**config.mk**
```make
export PLATFORM = sky130hd
export DESIGN_NAME = event_dispatcher_flat
export DESIGN_NICKNAME = d
export VERILOG_FILES = /design/src/rtl/event_dispatcher_pkg.sv /design/src/rtl/event_dispatcher_if.sv /design/src/rtl/event_dispatcher_rr_arbiter.sv /design/src/rtl/event_dispatcher.sv /design/src/flat_wrapper.sv
export SDC_FILE = /design/constraint.sdc
export NUM_CORES = 1
export LEC_CHECK = 0
export BUFFER_PORTS_ARGS = -buffer_cell sky130_fd_sc_hd__buf_2
export CORE_AREA = 2 2 115 117
export DETAILED_ROUTE_END_ITERATION = 10
export DIE_AREA = 0 0 117 119
export GPL_TIMING_DRIVEN = 0
export PLACE_DENSITY = 0.66
export SYNTH_ARGS = -nofsm -noshare
export SYNTH_HDL_FRONTEND = slang
export SYNTH_SLANG_ARGS = --single-unit
```
**constraint.sdc**
```tcl
create_clock -name clk -period 2.7 [get_ports clk]
set_input_delay 0.405 -clock clk [delete_from_list [all_inputs] [get_ports clk]]
set_output_delay 0.405 -clock clk [all_outputs]
set_load 0.01 [all_outputs]
```
**src/rtl/event_dispatcher_pkg.sv**
```systemverilog
// Shared types for the event dispatcher.
// State encoding, transfer kind and message field offsets.
package event_dispatcher_pkg;

    typedef enum logic {
        ST_ARB   = 1'b0,
        ST_ISSUE = 1'b1
    } state_t;

    typedef enum logic {
        XF_DISP = 1'b0,
        XF_RTN  = 1'b1
    } xfer_t;

    // Timestamp sits at the bottom of the message.
    localparam int MSG_TIME_LSB = 0;

    // The LP id field starts right above the timestamp.
    function automatic int msg_lp_lsb(input int time_wid);
        return time_wid;
    endfunction

endpackage

```
**src/rtl/event_dispatcher_if.sv**
```systemverilog
// Queue, core and monitor signals of the event dispatcher.
// master = dispatcher side, slave = queue/cores/monitor side.
interface event_dispatcher_if #(
    parameter int NUM_CORE = 4,
    parameter int TIME_WID = 16,
    parameter int MSG_WID  = 32
);
    localparam int IW = $clog2(NUM_CORE);
    localparam int CW = $clog2(NUM_CORE + 1);

    logic                        q_vld;
    logic [MSG_WID-1:0]          q_msg;
    logic                        q_deq;
    logic                        q_enq;
    logic [MSG_WID-1:0]          q_enq_msg;
    logic                        q_enq_rdy;
    logic [NUM_CORE-1:0]         core_req;
    logic [MSG_WID-1:0]          core_msg;
    logic [NUM_CORE-1:0]         core_done;
    logic [NUM_CORE*MSG_WID-1:0] core_rtn_msg;
    logic [NUM_CORE-1:0]         core_ack;
    logic                        mon_sent_vld;
    logic                        mon_rcv_vld;
    logic [IW-1:0]               mon_core_id;
    logic [MSG_WID-1:0]          mon_msg;
    logic [TIME_WID-1:0]         min_time;
    logic                        min_time_vld;
    logic [CW-1:0]               active_cnt;

    modport master (
        input  q_vld, q_msg, q_enq_rdy,
        input  core_done, core_rtn_msg,
        input  min_time, min_time_vld,
        output q_deq, q_enq, q_enq_msg,
        output core_req, core_msg, core_ack,
        output mon_sent_vld, mon_rcv_vld,
        output mon_core_id, mon_msg,
        output active_cnt
    );

    modport slave (
        output q_vld, q_msg, q_enq_rdy,
        output core_done, core_rtn_msg,
        output min_time, min_time_vld,
        input  q_deq, q_enq, q_enq_msg,
        input  core_req, core_msg, core_ack,
        input  mon_sent_vld, mon_rcv_vld,
        input  mon_core_id, mon_msg,
        input  active_cnt
    );

endinterface

```
**src/rtl/event_dispatcher_rr_arbiter.sv**
```systemverilog
// Round-robin arbiter for core returns.
// Search starts at i_ptr and wraps; N must be a power of two.
module rr_arbiter #(
    parameter int N = 4
) (
    input  logic [N-1:0]         i_req,
    input  logic [$clog2(N)-1:0] i_ptr,
    output logic [N-1:0]         o_gnt,
    output logic [$clog2(N)-1:0] o_idx,
    output logic                 o_any
);
    localparam int IW = $clog2(N);

    logic [IW-1:0] w_cand;

    // First requester at or after the pointer, wrapping modulo N.
    always_comb begin
        o_any  = 1'b0;
        o_idx  = i_ptr;
        w_cand = i_ptr;
        for (int i = 0; i < N; i++) begin
            w_cand = i_ptr + IW'(i);
            if (!o_any && i_req[w_cand]) begin
                o_any = 1'b1;
                o_idx = w_cand;
            end
        end
    end

    assign o_gnt = o_any ? (N'(1) << o_idx) : '0;

endmodule

```
**src/rtl/event_dispatcher.sv**
```systemverilog
// Event dispatcher: queue head -> idle core, core return -> queue.
// Optional optimism window gated by `EVT_WINDOW_EN.
module event_dispatcher
    import event_dispatcher_pkg::*;
#(
    parameter int NUM_CORE = 4,
    parameter int NUM_LP   = 8,
    parameter int TIME_WID = 16,
    parameter int MSG_WID  = 32,
    parameter int WINDOW   = 64
) (
    input  logic clk,
    input  logic reset,
    event_dispatcher_if.master bus
);
    localparam int IW = $clog2(NUM_CORE);
    localparam int CW = $clog2(NUM_CORE + 1);

    state_t              r_state;
    state_t              w_state_nxt;
    xfer_t               r_kind;
    logic [NUM_CORE-1:0] r_idle;
    logic [NUM_CORE-1:0] w_idle_nxt;
    logic [IW-1:0]       r_rr_ptr;
    logic [IW-1:0]       r_lat_id;
    logic [MSG_WID-1:0]  r_lat_msg;
    logic [CW-1:0]       r_active_cnt;
    logic [CW-1:0]       w_busy_cnt;

    logic [NUM_CORE-1:0] w_rtn_req;
    logic [NUM_CORE-1:0] w_rtn_gnt;
    logic [IW-1:0]       w_rtn_idx;
    logic                w_rtn_any;
    logic [MSG_WID-1:0]  w_rtn_msg;
    logic [IW-1:0]       w_idle_idx;
    logic                w_idle_any;
    logic                w_win_ok;
    logic                w_is_arb;
    logic                w_is_issue;
    logic                w_dispatch;
    logic [1:0]          w_param_unused;

    assign w_is_arb   = (r_state == ST_ARB);
    assign w_is_issue = (r_state == ST_ISSUE);

    // A done flag only counts from a busy core, and only
    // when the queue can take the returned event.
    assign w_rtn_req = bus.core_done & ~r_idle
                     & {NUM_CORE{bus.q_enq_rdy}};

    rr_arbiter #(
        .N (NUM_CORE)
    ) u_rr_arbiter (
        .i_req (w_rtn_req),
        .i_ptr (r_rr_ptr),
        .o_gnt (w_rtn_gnt),
        .o_idx (w_rtn_idx),
        .o_any (w_rtn_any)
    );

    // Select the granted core's return slice.
    always_comb begin
        w_rtn_msg = '0;
        for (int i = 0; i < NUM_CORE; i++) begin
            if (w_rtn_gnt[i]) begin
                w_rtn_msg = w_rtn_msg
                          | bus.core_rtn_msg[i*MSG_WID +: MSG_WID];
            end
        end
    end

    // Lowest-index idle core.
    always_comb begin
        w_idle_any = 1'b0;
        w_idle_idx = '0;
        for (int i = NUM_CORE - 1; i >= 0; i--) begin
            if (r_idle[i]) begin
                w_idle_any = 1'b1;
                w_idle_idx = IW'(i);
            end
        end
    end

`ifdef EVT_WINDOW_EN
    logic [TIME_WID:0] w_win_lim;
    logic [TIME_WID:0] w_head_time;

    // One extra bit keeps min_time + WINDOW from wrapping.
    assign w_win_lim   = {1'b0, bus.min_time}
                       + (TIME_WID+1)'(WINDOW);
    assign w_head_time = {1'b0, bus.q_msg[MSG_TIME_LSB +: TIME_WID]};
    assign w_win_ok    = !bus.min_time_vld
                       || (w_head_time <= w_win_lim);
`else
    logic w_win_unused;

    assign w_win_ok     = 1'b1;
    assign w_win_unused = ^{bus.min_time, bus.min_time_vld};
`endif

    assign w_param_unused = {NUM_LP[0], WINDOW[0]};

    // Returns always beat dispatch in the same ARB cycle.
    assign w_dispatch = w_is_arb & bus.q_vld & w_idle_any
                      & w_win_ok & ~w_rtn_any;

    // State register.
    always_ff @(posedge clk or posedge reset) begin
        if (reset) begin
            r_state <= ST_ARB;
        end else begin
            r_state <= w_state_nxt;
        end
    end

    // Next state: ISSUE lasts exactly one cycle.
    always_comb begin
        w_state_nxt = r_state;
        unique case (r_state)
            ST_ARB: begin
                if (w_rtn_any || w_dispatch) begin
                    w_state_nxt = ST_ISSUE;
                end
            end
            ST_ISSUE: w_state_nxt = ST_ARB;
            default:  w_state_nxt = ST_ARB;
        endcase
    end

    // Strobes: q_deq in ARB, one-hot pulses in ISSUE.
    always_comb begin
        bus.q_deq        = w_dispatch;
        bus.core_req     = '0;
        bus.core_ack     = '0;
        bus.q_enq        = 1'b0;
        bus.mon_sent_vld = 1'b0;
        bus.mon_rcv_vld  = 1'b0;
        if (w_is_issue) begin
            if (r_kind == XF_DISP) begin
                bus.core_req[r_lat_id] = 1'b1;
                bus.mon_sent_vld       = 1'b1;
            end else begin
                bus.core_ack[r_lat_id] = 1'b1;
                bus.q_enq              = 1'b1;
                bus.mon_rcv_vld        = 1'b1;
            end
        end
    end

    // Latched values only change on an ARB grant, so
    // the monitor sees them held until the next ISSUE.
    assign bus.core_msg    = r_lat_msg;
    assign bus.q_enq_msg   = r_lat_msg;
    assign bus.mon_msg     = r_lat_msg;
    assign bus.mon_core_id = r_lat_id;
    assign bus.active_cnt  = r_active_cnt;

    // Idle map after the current ISSUE completes.
    always_comb begin
        w_idle_nxt = r_idle;
        if (w_is_issue) begin
            w_idle_nxt[r_lat_id] = (r_kind == XF_RTN);
        end
    end

    // Busy count from the updated idle map.
    always_comb begin
        w_busy_cnt = CW'(NUM_CORE);
        for (int i = 0; i < NUM_CORE; i++) begin
            if (w_idle_nxt[i]) begin
                w_busy_cnt = w_busy_cnt - CW'(1);
            end
        end
    end

    // Idle map and busy count registers.
    always_ff @(posedge clk or posedge reset) begin
        if (reset) begin
            r_idle       <= '1;
            r_active_cnt <= '0;
        end else begin
            r_idle       <= w_idle_nxt;
            r_active_cnt <= w_busy_cnt;
        end
    end

    // Capture the granted transaction in ARB.
    always_ff @(posedge clk or posedge reset) begin
        if (reset) begin
            r_lat_msg <= '0;
            r_lat_id  <= '0;
            r_kind    <= XF_DISP;
            r_rr_ptr  <= '0;
        end else if (w_is_arb) begin
            if (w_rtn_any) begin
                r_lat_msg <= w_rtn_msg;
                r_lat_id  <= w_rtn_idx;
                r_kind    <= XF_RTN;
                r_rr_ptr  <= w_rtn_idx + IW'(1);
            end else if (w_dispatch) begin
                r_lat_msg <= bus.q_msg;
                r_lat_id  <= w_idle_idx;
                r_kind    <= XF_DISP;
            end
        end
    end

endmodule
```
**src/flat_wrapper.sv**
```systemverilog
// flat-port wrapper written by rule: the top's interface ports become plain ports
module event_dispatcher_flat import event_dispatcher_pkg::*;
#(
    parameter int NUM_CORE = 4,
    parameter int NUM_LP   = 8,
    parameter int TIME_WID = 16,
    parameter int MSG_WID  = 32,
    parameter int WINDOW   = 64
)
  (clk, reset, bus_q_vld, bus_q_msg, bus_q_enq_rdy, bus_core_done, bus_core_rtn_msg, bus_min_time, bus_min_time_vld, bus_q_deq, bus_q_enq, bus_q_enq_msg, bus_core_req, bus_core_msg, bus_core_ack, bus_mon_sent_vld, bus_mon_rcv_vld, bus_mon_core_id, bus_mon_msg, bus_active_cnt);
  event_dispatcher_if #(.NUM_CORE(NUM_CORE), .TIME_WID(TIME_WID), .MSG_WID(MSG_WID)) bus_i ();
  input  logic clk;
  input  logic reset;
  input wire logic [$bits(bus_i.q_vld)-1:0] bus_q_vld;
  input wire logic [$bits(bus_i.q_msg)-1:0] bus_q_msg;
  input wire logic [$bits(bus_i.q_enq_rdy)-1:0] bus_q_enq_rdy;
  input wire logic [$bits(bus_i.core_done)-1:0] bus_core_done;
  input wire logic [$bits(bus_i.core_rtn_msg)-1:0] bus_core_rtn_msg;
  input wire logic [$bits(bus_i.min_time)-1:0] bus_min_time;
  input wire logic [$bits(bus_i.min_time_vld)-1:0] bus_min_time_vld;
  output wire logic [$bits(bus_i.q_deq)-1:0] bus_q_deq;
  output wire logic [$bits(bus_i.q_enq)-1:0] bus_q_enq;
  output wire logic [$bits(bus_i.q_enq_msg)-1:0] bus_q_enq_msg;
  output wire logic [$bits(bus_i.core_req)-1:0] bus_core_req;
  output wire logic [$bits(bus_i.core_msg)-1:0] bus_core_msg;
  output wire logic [$bits(bus_i.core_ack)-1:0] bus_core_ack;
  output wire logic [$bits(bus_i.mon_sent_vld)-1:0] bus_mon_sent_vld;
  output wire logic [$bits(bus_i.mon_rcv_vld)-1:0] bus_mon_rcv_vld;
  output wire logic [$bits(bus_i.mon_core_id)-1:0] bus_mon_core_id;
  output wire logic [$bits(bus_i.mon_msg)-1:0] bus_mon_msg;
  output wire logic [$bits(bus_i.active_cnt)-1:0] bus_active_cnt;
  assign bus_i.q_vld = bus_q_vld;
  assign bus_i.q_msg = bus_q_msg;
  assign bus_i.q_enq_rdy = bus_q_enq_rdy;
  assign bus_i.core_done = bus_core_done;
  assign bus_i.core_rtn_msg = bus_core_rtn_msg;
  assign bus_i.min_time = bus_min_time;
  assign bus_i.min_time_vld = bus_min_time_vld;
  assign bus_q_deq = bus_i.q_deq;
  assign bus_q_enq = bus_i.q_enq;
  assign bus_q_enq_msg = bus_i.q_enq_msg;
  assign bus_core_req = bus_i.core_req;
  assign bus_core_msg = bus_i.core_msg;
  assign bus_core_ack = bus_i.core_ack;
  assign bus_mon_sent_vld = bus_i.mon_sent_vld;
  assign bus_mon_rcv_vld = bus_i.mon_rcv_vld;
  assign bus_mon_core_id = bus_i.mon_core_id;
  assign bus_mon_msg = bus_i.mon_msg;
  assign bus_active_cnt = bus_i.active_cnt;
  event_dispatcher #(.NUM_CORE(NUM_CORE), .NUM_LP(NUM_LP), .TIME_WID(TIME_WID), .MSG_WID(MSG_WID), .WINDOW(WINDOW)) u_core (.clk(clk), .reset(reset), .bus(bus_i));
endmodule
```
==> results of run 1 <==
## timing repair
| item | 4_1_cts | 5_1_grt |
|---|---|---|
| endpoints found under the setup margin | 30 | 31 |
| resized for setup | 11 | 25 |
| pin swaps | 0 | 1 |
| gates cloned | 0 | 0 |
| buffers inserted | 0 | 3 |
| endpoints found under the hold margin | 0 | 0 |
## cells by family (layout without fill, tap and decap cells)
| family | after synthesis | in the layout |
|---|---|---|
| AOI/OAI and AO/OA | 152 | 152 |
| xor gates and xnor gates | 2 | 2 |
| adders and majority gates | 8 | 8 |
| buffers and inverters | 106 | 396 |
| DFF | 45 | 45 |
| muxes | 6 | 6 |
| and+or+nand+nor | 99 | 99 |
## how the worst max path moves through the flow
stage                                     from                             endpoint  slack [ns]  cells past startpoint
floorplan                        bus_q_enq_rdy   u_core.bus.core_msg[2]$_DFFE_PP0P_        0.27                     12
global placement                 bus_q_enq_rdy   u_core.bus.core_msg[6]$_DFFE_PP0P_       -0.34                     11
detailed placement               bus_q_enq_rdy  u_core.bus.core_msg[30]$_DFFE_PP0P_       -0.37                     11
CTS                 u_core.r_idle[0]$_DFF_PP1_  u_core.bus.core_msg[25]$_DFFE_PP0P_        0.02                     10
global route        u_core.r_idle[1]$_DFF_PP1_   u_core.bus.core_msg[7]$_DFFE_PP0P_       -0.02                     11
finish              u_core.r_idle[1]$_DFF_PP1_  u_core.bus.core_msg[30]$_DFFE_PP0P_        0.22                     11
## critical path: stages (launching register included)
cell and delay (ns):
dfstp_2 0.56, nor2b_1 0.10, o211ai_1 0.18, o22ai_1 0.12, a21oi_2 0.25, buf_4 0.15
ha_2 0.25, clkbuf_2 0.27, a22oi_1 0.14, nand3_1 0.11, o21ai_0 0.09, o21ai_0 0.17
## sequential cells by signal (all words and copies together), names as in the netlist
register / cells
u_core.bus.active_cnt: 3
u_core.bus.core_msg: 32
u_core.bus.mon_core_id: 2
u_core.r_idle: 4
u_core.r_kind: 1
u_core.r_rr_ptr: 2
u_core.r_state: 1
## power by group
part	leakage (nW)	internal (W)	switching, W
Combinational	2.21	0.00217	0.00236
Clock	0.0641	0.000344	0.000255
Sequential	0.539	0.00105	0.000414
## area by class of cell
class,instances,area (um2)
clock buffers,7,132.6
flip-flops and latches,45,1131
well taps,176,220.2
inverters,13,48.80
fillers,1375,7607
clock inverters,1,7.507
plain buffers,92,635.6
repair buffers,283,1439
multi-input cells,267,1653
## metrics by stage
step	worst slack, ns	area [um2]
floorplan	0.2740	3413
global placement	-0.3384	5030
detailed placement	-0.3688	5050
CTS	0.01703	5209
global route	-0.02226	5268
finish	0.2154	5268
## per-layer routing
| layer | up-vias | track usage | wire [um] |
|---|---|---|---|
| li1 | 2006 | - | - |
| met3 | 18 | 0.02748 | 932 |
| met2 | 178 | 0.3194 | 6569 |
| met4 | 2 | 0.04632 | 268 |
| met1 | 1882 | 0.2392 | 5735 |
| met5 | - | 0 | 13 |
## layout by cell type, fill, tap and decap left out, drive strengths merged, types with 2 or more instances in the layout
master,instances
ha,7
nand2b,6
nor3,3
dfrtp,41
a22oi,65
clkbuf,22
dfstp,4
nor2,10
o21ai,66
nand3,33
a21oi,6
mux2,3
buf,360
inv,13
nor2b,5
or2,2
nand2,39
mux2i,3
a21o,4
==> metrics.md, run 1 <==
| Metric | Value |
|---|---|
| Outcome | finished, final reports clean |
| Port bufs | 279 |
| CTS tree | done |
| Crit path kind | reg -> reg |
| Post-synthesis cell count | about 420 |
| Total CTS buffers | 5 |
| # nets final | 900 |
| Compound-gate portion of the synthesized area | 0.2863 |
| Clk buf depth | 2 |
| DR WL/cell | about 15 um |
| Leakage dissipation | 2.815 nW |
| Clock Skew | between 0.008 and 0.009 ns |
| Area Growth Syn to Fin | 54.33% |
| Pins over their slew limit | 0 |
| Worst endpoint required time | 2.91 ns |
| Setup TNS | 0 ns |
| Min-delay worst type | in -> async |
| XOR/XNOR Fraction of Synth Area | 0.005132 |
| Tmin final | roughly 2.5 ns |
| RePlAce Congestion | 0.8017 |
| Synth Flop Type | dfrtp_1 |
| Die width | about 120 um |
| Worst slew pin tran | 0.6456 ns |
| PD cells | between 1000 and 1500 mW/mm2 |
| Clock Pin Slew Worst Setup and Hold Paths | ~0.07 ns |
| DIE HEIGHT | approximately 120 um |
| Crit path arrival time | 2.69 ns |
| Final Core Density | 0.4091 |
| Number of H-tree levels | 2 |
| Final Power | around 0.0066 W |
| Yosys top cell area share | 0.3006 |
| Final WL | 13520 um |
| CTS sink cnt | between 40 and 50 |
| Asr flop ratio synth | 1.000 |
| Count leader, synth | buf_4 |
| Yosys cell types | 37 |
| Adder-cell area share of the yosys netlist | 0.03152 |
| Vias per inst | 4.622 |
| Global route overflow | 0 |
| Vias after detailed routing | between 4000 and 5000 |
| Mapped Area | 0.003413 mm2 |
| Remaining DRCs | 0 |
| Simple-gate portion of the synthesized area | 0.1323 |
| Detailed Route Iter0 Violations | between 200 and 250 |
| Ranking of synthesized cells by area | dfrtp_1 (30%), buf_4 (15%), a22oi_1 (14%) |
| FF-to-FF End | u_core.bus.core_msg[30]$_DFFE_PP0P_ |
| Startpoint types | register |
| R2r setup slk | between 0.2 and 0.25 ns |
| Dpl hpwl | roughly 11000 um |
| Crit share post-route | 0.9202 |
| Vias in the first global route | around 3800 |
| Synth Register Bits | 45 |
| Row cnt | 42 |
| Layout cell share with drive strength beyond 1 | 0.5593 |
| Max-Cap Viols | 0 |
| Overall routing resource usage | 0.1847 |
| Clock Latency Late Sink | approximately 0.28 ns |
| R2r worst-path depth | 11 |
| Worst Hold Margin | 0.1100 ns |
| Antenna violations before repair | 1 |
| Clock Root Buffer | clkbuf_16 |
| Synth warnings | 0 |
| Critical Path Sink Type | register |
| Mux share of post-synthesis cell area | 0.01870 |
| Boundary pin count | between 200 and 300 |
| Post-synth top cells | buf_4 (70), a22oi_1 (65), o21ai_0 (63) |
| Avg Inst Size Synth | slightly above 8 um2 |
| Fin. Hold Viols | 0 |
| Post-Place Cells | 874 |
| Largest family of logic cells by synthesized area | compound AO/OA/AOI/OAI gates |
| Maximum vdd ir drop | about 0.00045 V |
| Die area | 0.01392 mm2 |
| ANT cells | 0 |
| Register area share after synthesis | 0.3314 |
| Final non-filler cell total | 884 |
| Post-Syn Nets | approximately 600 |
| Post-synth EDFFs | 0 |
| Crit Reg-Reg Startpoint | u_core.r_idle[1]$_DFF_PP1_ |
| Worst-path maximum fanout | 10 |
| Detail Route Antenna Nets | 0 |
| Largest net degree at the start of global routing | 28 |
| Cts hold-fix bufs | 0 |
| First-pass GRT wire length | slightly below 20000 um |
| Relative slew slack | 0.5696 |
| CORE AREA | 0.01287 mm2 |
| Initial core utilization | 0.2651 |
| DRT Pass-1 Iters | 4 |
| Final setup viols | 0 |
| F_max | between 400 and 500 MHz |
| Synth area leader | dfrtp_1 |
Note: power is estimated with default switching activity, not from simulation.
==> inputs of run 2 (changes only) <==
--- a/config.mk
+++ b/config.mk
@@ -10,7 +10,7 @@
 export DETAILED_ROUTE_END_ITERATION = 10
 export DIE_AREA = 0 0 117 119
 export GPL_TIMING_DRIVEN = 0
-export PLACE_DENSITY = 0.66
+export PLACE_DENSITY = 0.71
 export SYNTH_ARGS = -nofsm -noshare
 export SYNTH_HDL_FRONTEND = slang
 export SYNTH_SLANG_ARGS = --single-unit
==> metrics.md, run 2 (synthesized netlist as in run 1, its figures left out) <==
| Metric | Value |
|---|---|
| Outcome | finished, final reports clean |
| Total CTS buffers | 5 (unchanged) |
| DIE HEIGHT | 119 um (unchanged) |
| Worst slew pin tran | 0.6213 ns (-0.02431 ns) |
| Pins over their slew limit | 0 (unchanged) |
| RePlAce Congestion | 0.8619 (+7.5%) |
| Maximum vdd ir drop | 0.0004641 V (+2.2%) |
| Register Area | 0.001131 mm2 (unchanged) |
| FILL cells | 1331 (-3.2%) |
| PD cells | 1256 mW/mm2 (+0.43%) |
| FF-to-FF End | u_core.bus.core_msg[3]$_DFFE_PP0P_ |
| Critical-path cell list | nor2b_2, o211ai_1, o22ai_1, a21oi_2, inv_1, ha_2, buf_2, a22oi_1, nand3_1, o21ai_0, o21ai_0 |
| Detailed Route Iter0 Violations | 259 (+19%) |
| Critical Path Max Stage Delay | 0.57 ns (about the same) |
| Initial core utilization | 0.2651 (unchanged) |
| Critical Path Start | u_core.r_idle[1]$_DFF_PP1_ |
| CP Buf/Inv Count | 2 (unchanged) |
| Vias in the first global route | 3932 (+2.7%) |
| Setup TNS | 0 ns (unchanged) |
| Row cnt | 42 (unchanged) |
| Pre-CTS setup slack | -0.4129 ns (-0.04408 ns) |
| Relative slew slack | 0.5858 (+0.01621) |
| Most used cell, CP | o21ai_0 |
| Antenna violations before repair | 0 (-1) |
| Worst Hold Margin | 0.1355 ns (+0.02547 ns) |
| CORE AREA | 0.01287 mm2 (unchanged) |
| Area Growth Syn to Fin | 54.47% (about the same) |
| CP max stage cell | dfstp_2 |
| Die width | 117 um (unchanged) |
| Remaining DRCs | 0 (unchanged) |
| Critical Path Sink Type | register |
| Worst-path maximum fanout | 10 (unchanged) |
| CTS sink cnt | 45 (unchanged) |
| Clock Latency Late Sink | 0.29 ns (about the same) |
| Crit share post-route | 0.9332 (+0.01295) |
| # nets final | 899 (-0.11%) |
| Clock Pin Slew Worst Setup and Hold Paths | 0.07 ns (about the same) |
| Port bufs | 279 (unchanged) |
| Max-Cap Viols | 0 (unchanged) |
| Number of H-tree levels | 2 (unchanged) |
| ANT cells | 0 (unchanged) |
| CTS tree | done |
| Leakage dissipation | 2.817 nW (about the same) |
| DR WL/cell | 15.60 um (+2.0%) |
| Detail Route Antenna Nets | 0 (unchanged) |
| Clock Skew | 0.007581 ns (-0.0006118 ns) |
| Global route overflow | 0 (unchanged) |
| Crit path kind | reg -> reg |
| Multi-input logic area | 0.001655 mm2 (+0.15%) |
| Overall routing resource usage | 0.1894 (+0.004687) |
| Die area | 0.01392 mm2 (unchanged) |
| R2r setup slk | 0.18 ns (-0.03 ns) |
| Clock Root Buffer | clkbuf_16 |
| Final Power | 0.006622 W (+0.52%) |
| Commonest non-fill, non-tap cell in the layout | buf_2 |
| Final setup viols | 0 (unchanged) |
| F_max | 396.9 MHz (-1.4%) |
| Vias after detailed routing | 4131 (+1.1%) |
| Worst setup margin | 0.1804 ns (-0.03496 ns) |
| Startpoint types | register |
| Min-delay worst type | in -> async |
| Final WL | 13780 um (+1.9%) |
| Clk buf depth | 2 (unchanged) |
| Crit path max-delay family | compound AO/OA/AOI/OAI gates |
| Boundary pin count | 298 (unchanged) |
| Worst endpoint required time | 2.85 ns (-0.06 ns) |
| DRT Pass-1 Iters | 4 (unchanged) |
| R2r worst-path depth | 11 (unchanged) |
| Largest net degree at the start of global routing | 25 (-11%) |
| First-pass GRT wire length | 20420 um (+2.6%) |
| Fin. Hold Viols | 0 (unchanged) |
| Layout cell share with drive strength beyond 1 | 0.5615 (+0.002206) |
| Tmin final | 2.520 ns (+0.03496 ns) |
| Crit path arrival time | 2.67 ns (-0.02 ns) |
| Max reg flops | 32 (unchanged) |
| Vias per inst | 4.678 (+1.2%) |
| Dpl hpwl | 10990 um (about the same) |
| Commonest cells after routing, fill and taps aside | buf_2 (286), buf_4 (72), a22oi_1 (65) |
| Crit Reg-Reg Startpoint | u_core.r_idle[1]$_DFF_PP1_ |
==> run 2: cell count changes in the layout (fill, tap and decap cells not counted) <==
cell      previous run  this run
buf_4               73        72
clkbuf_1             8         7
clkbuf_8             0         1
nor2b_1              4         3
nor2b_2              1         2
o21ai_0             63        62
o21ai_1              3         4
==> run 2: area by class of cell <==
type	instances	share of cell area
Buffer	92	0.1206
Clock buffer	7	0.02705
Clock inverter	1	0.001424
Inverter	13	0.009255
Multi-Input combinational cell	267	0.3140
Sequential cell	45	0.2145
Tap cell	176	0.04177
Timing Repair Buffer	282	0.2715
==> run 2: worst max-delay path by stage <==
stage	end	depth (start not counted)	slack (ns)
2_1_floorplan	u_core.bus.core_msg[2]$_DFFE_PP0P_	12	0.27
6_report	u_core.bus.core_msg[3]$_DFFE_PP0P_	11	0.18
3_5_place_dp	u_core.bus.core_msg[1]$_DFFE_PP0P_	11	-0.41
3_3_place_gp	u_core.bus.core_msg[7]$_DFFE_PP0P_	11	-0.33
4_1_cts	u_core.bus.core_msg[24]$_DFFE_PP0P_	10	0.001
5_1_grt	u_core.bus.core_msg[3]$_DFFE_PP0P_	11	-0.04
==> run 2: worst reg2reg max path, cell delays in order (launching register included) <==
cell and delay [ns]:
dfstp_2 0.57, nor2b_2 0.08, o211ai_1 0.21, o22ai_1 0.13, a21oi_2 0.26, inv_1 0.11
ha_2 0.25, buf_2 0.21, a22oi_1 0.20, nand3_1 0.14, o21ai_0 0.14, o21ai_0 0.10
==> run 2: repair_timing <==
| action | CTS | global route |
|---|---|---|
| gates cloned | 0 | 0 |
| setup buffers | 0 | 2 |
| gates resized for setup | 13 | 23 |
| endpoints found under the setup margin | 30 | 31 |
| pin swaps | 0 | 1 |
| hold buffers | 0 | 0 |
==> run 2: where the power goes <==
part / switching [W] / internal, W
sequential: 0.000423 / 0.00105
clock: 0.000269 / 0.000369
combinational: 0.00236 / 0.00216
total: 0.00305 / 0.00357
==> run 2: layer usage <==
| metal | global-route usage | up-vias | routed length, um |
|---|---|---|---|
| li1 | - | 2010 | - |
| met1 | 0.2525 | 1916 | 6090 |
| met2 | 0.3183 | 188 | 6591 |
| met3 | 0.02392 | 17 | 858 |
| met4 | 0.05515 | 0 | 235 |
| met5 | 0 | - | 0 |
==> run 2: through the flow <==
step,area (um2),util,instances
5_1_grt,5273,0.4095,883
2_1_floorplan,3413,-,418
4_1_cts,5224,0.4057,882
3_5_place_dp,5050,0.3922,874
6_report,5273,0.4095,883
3_3_place_gp,5030,0.3907,873
==> inputs of run 3 (changes only) <==
--- a/config.mk
+++ b/config.mk
@@ -10,7 +10,7 @@
 export DETAILED_ROUTE_END_ITERATION = 10
 export DIE_AREA = 0 0 117 119
 export GPL_TIMING_DRIVEN = 0
-export PLACE_DENSITY = 0.71
+export PLACE_DENSITY = 0.73
 export SYNTH_ARGS = -nofsm -noshare
 export SYNTH_HDL_FRONTEND = slang
 export SYNTH_SLANG_ARGS = --single-unit
==> constraint.sdc (replaced) <==
create_clock -name clk -period 2.18 [get_ports clk]
set_input_delay 0.327 -clock clk [delete_from_list [all_inputs] [get_ports clk]]
set_output_delay 0.327 -clock clk [all_outputs]
set_load 0.01 [all_outputs]
==> metrics.md, run 3 (synthesized netlist as in run 1, its figures left out) <==
| Metric | Value |
|---|---|
| Total CTS buffers | 5 (unchanged) |
| Row cnt | 42 (unchanged) |
| Antenna violations before repair | 0 (unchanged) |
| Overall routing resource usage | 0.1950 (+0.005620) |
| Pins over their slew limit | 0 (unchanged) |
| Layout cell share with drive strength beyond 1 | 0.6821 (+0.1205) |
| Clock Pin Slew Worst Setup and Hold Paths | 0.06 ns (about the same) |
| Largest net degree at the start of global routing | 26 (+4.0%) |
| Design internal power | 0.005502 W (+54%) |
| RSZ-0062 raised after global routing | yes |
| Worst setup margin | -0.07871 ns (-0.2591 ns) |
| CP Buf/Inv Count | 2 (unchanged) |
| Placement Cell Area | 0.005071 mm2 (+0.42%) |
| Detail Route Antenna Nets | 0 (unchanged) |
| Detailed Route Iter0 Violations | 241 (-6.9%) |
| Critical Path Max Stage Delay | 0.53 ns (-0.04 ns) |
| Dpl hpwl | 10930 um (-0.57%) |
| Crit share post-route | 1.036 (+0.1029) |
| Setup TNS | -0.7001 ns (-0.7001 ns) |
| Commonest non-fill, non-tap cell in the layout | buf_2 |
| Worst-path maximum fanout | 10 (unchanged) |
| Vias in the first global route | 4025 (+2.4%) |
| PD cells | 1634 mW/mm2 (+30%) |
| Fin. Hold Viols | 0 (unchanged) |
| Worst slew pin tran | 0.6369 ns (+0.01558 ns) |
| Clock Root Buffer | clkbuf_16 |
| Die area | 0.01392 mm2 (unchanged) |
| # nets final | 928 (+3.2%) |
| Cts hold-fix bufs | 0 (unchanged) |
| Crit path max-delay family | compound AO/OA/AOI/OAI gates |
| DR WL/cell | 16.15 um (+3.5%) |
| Final setup viols | 24 (+24) |
| Area Growth Syn to Fin | 76.98% |
| Clock Latency Late Sink | 0.28 ns (about the same) |
| DIE HEIGHT | 119 um (unchanged) |
| Crit path kind | reg -> reg |
| Switching power | 0.004370 W (+43%) |
| Crit path arrival time | 2.41 ns (-0.26 ns) |
| Critical Path Sink Type | register |
| Maximum vdd ir drop | 0.0007077 V (+52%) |
| Clock Skew | 0.004527 ns (-0.003054 ns) |
| Die width | 117 um (unchanged) |
| Worst endpoint required time | 2.33 ns (-0.52 ns) |
| Clock power frac | 0.076 (-0.020) |
| Relative slew slack | 0.5754 (-0.01039) |
| Final Cell Area | 0.006041 mm2 (+15%) |
| Startpoint types | register |
| Leakage dissipation | 3.076 nW (+9.2%) |
| DRT Pass-1 Iters | 4 (unchanged) |
| CP max stage cell | dfstp_2 |
| CORE AREA | 0.01287 mm2 (unchanged) |
| Vias per inst | 4.701 (+0.48%) |
| Clk buf depth | 2 (unchanged) |
| ANT cells | 0 (unchanged) |
| Worst Hold Margin | 0.07287 ns (-0.06264 ns) |
| CTS tree | done |
| Sequential power share | 0.179 (-0.043) |
| Min-delay worst type | in -> async |
| Port bufs | 279 (unchanged) |
| Logic gate share of total power | 0.745 (+0.063) |
| Remaining DRCs | 0 (unchanged) |
| Initial core utilization | 0.2651 (unchanged) |
| Number of H-tree levels | 2 (unchanged) |
| Max reg flops | 32 (unchanged) |
| F_max | 442.7 MHz (+12%) |
| Global route overflow | 0 (unchanged) |
| RePlAce Congestion | 0.9405 (+9.1%) |
| Vias after detailed routing | 4287 (+3.8%) |
| First-pass GRT wire length | 21000 um (+2.9%) |
| Max-Cap Viols | 0 (unchanged) |
| CTS sink cnt | 45 (unchanged) |
| Outcome | complete, but fails checks |
| Violated checks | setup timing |
| Tmin final | 2.259 ns (-0.2609 ns) |
| Commonest cells after routing, fill and taps aside | buf_2 (280), buf_4 (99), o21ai_1 (54) |
| Critical-path cell list | nand2b_4, a22oi_2, o221a_2, a21oi_4, inv_2, ha_4, clkbuf_16, a22oi_2, nand3_1, o21ai_0, o21ai_0 |
| Switching Fraction | 0.4426 (-0.01791) |
| Boundary pin count | 298 (unchanged) |
| Final WL | 14730 um (+6.9%) |
==> run 3: repair_timing <==
item,4_1_cts,5_1_grt
hold endpoints to repair,0,0
gates resized for setup,119,74
buffers inserted,24,6
cloned,0,1
setup endpoints to repair,35,36
pin swaps,10,16
==> run 3: worst paths after layout <==
check,start,to,slack [ns],cells past startpoint
max in group asynchronous,reset,u_core.r_idle[1]$_DFF_PP1_,1.53,3
min in group clk,bus_q_msg[1],u_core.bus.core_msg[1]$_DFFE_PP0P_,0.32,3
hold reg to reg,u_core.r_kind$_DFFE_PP0P_,u_core.r_kind$_DFFE_PP0P_,0.54,1
setup / recovery,u_core.r_idle[0]$_DFF_PP1_,u_core.bus.core_msg[3]$_DFFE_PP0P_,-0.08,11
setup reg to reg,u_core.r_idle[0]$_DFF_PP1_,u_core.bus.core_msg[3]$_DFFE_PP0P_,-0.08,11
hold / removal,reset,u_core.bus.core_msg[11]$_DFFE_PP0P_,0.07,2
==> run 3: final cells by class <==
class	count	area [um2]
fillers	1255	6834
multi-input cells	267	2044
repair buffers	311	1653
flip-flops and latches	45	1135
plain buffers	92	799.5
well taps	176	220.2
clock buffers	7	132.6
inverters	13	48.80
clock inverters	1	7.507
==> run 3: per-stage QoR <==
| step | std cells | setup WS, ns | util | total power [W] |
|---|---|---|---|---|
| floorplan | 418 | -0.01511 | - | 0.005338 |
| global placement | 873 | -0.5921 | 0.3923 | 0.007272 |
| detailed placement | 874 | -0.6562 | 0.3939 | 0.007359 |
| CTS | 906 | -0.06138 | 0.4506 | 0.009374 |
| global route | 912 | -0.2027 | 0.4692 | 0.01068 |
| finish | 912 | -0.07871 | 0.4692 | 0.009872 |
==> run 3: power groups by stage <==
stage | registers (W) | logic [W] | clock network, W
5_1_grt | 0.00184 | 0.00805 | 0.000791
3_5_place_dp | 0.00181 | 0.00555 | 0
6_report | 0.00177 | 0.00735 | 0.000747
2_1_floorplan | 0.00183 | 0.00351 | 0
3_3_place_gp | 0.00179 | 0.00548 | 0
4_1_cts | 0.00177 | 0.00683 | 0.000772
==> run 3: layer usage <==
layer | part of all wire | vias to the layer above | GRT usage
li1 | - | 2068 | -
met1 | 0.42 | 2024 | 0.2556
met2 | 0.50 | 185 | 0.3363
met3 | 0.065 | 10 | 0.03155
met4 | 0.011 | 0 | 0.03971
met5 | 0 | - | 0
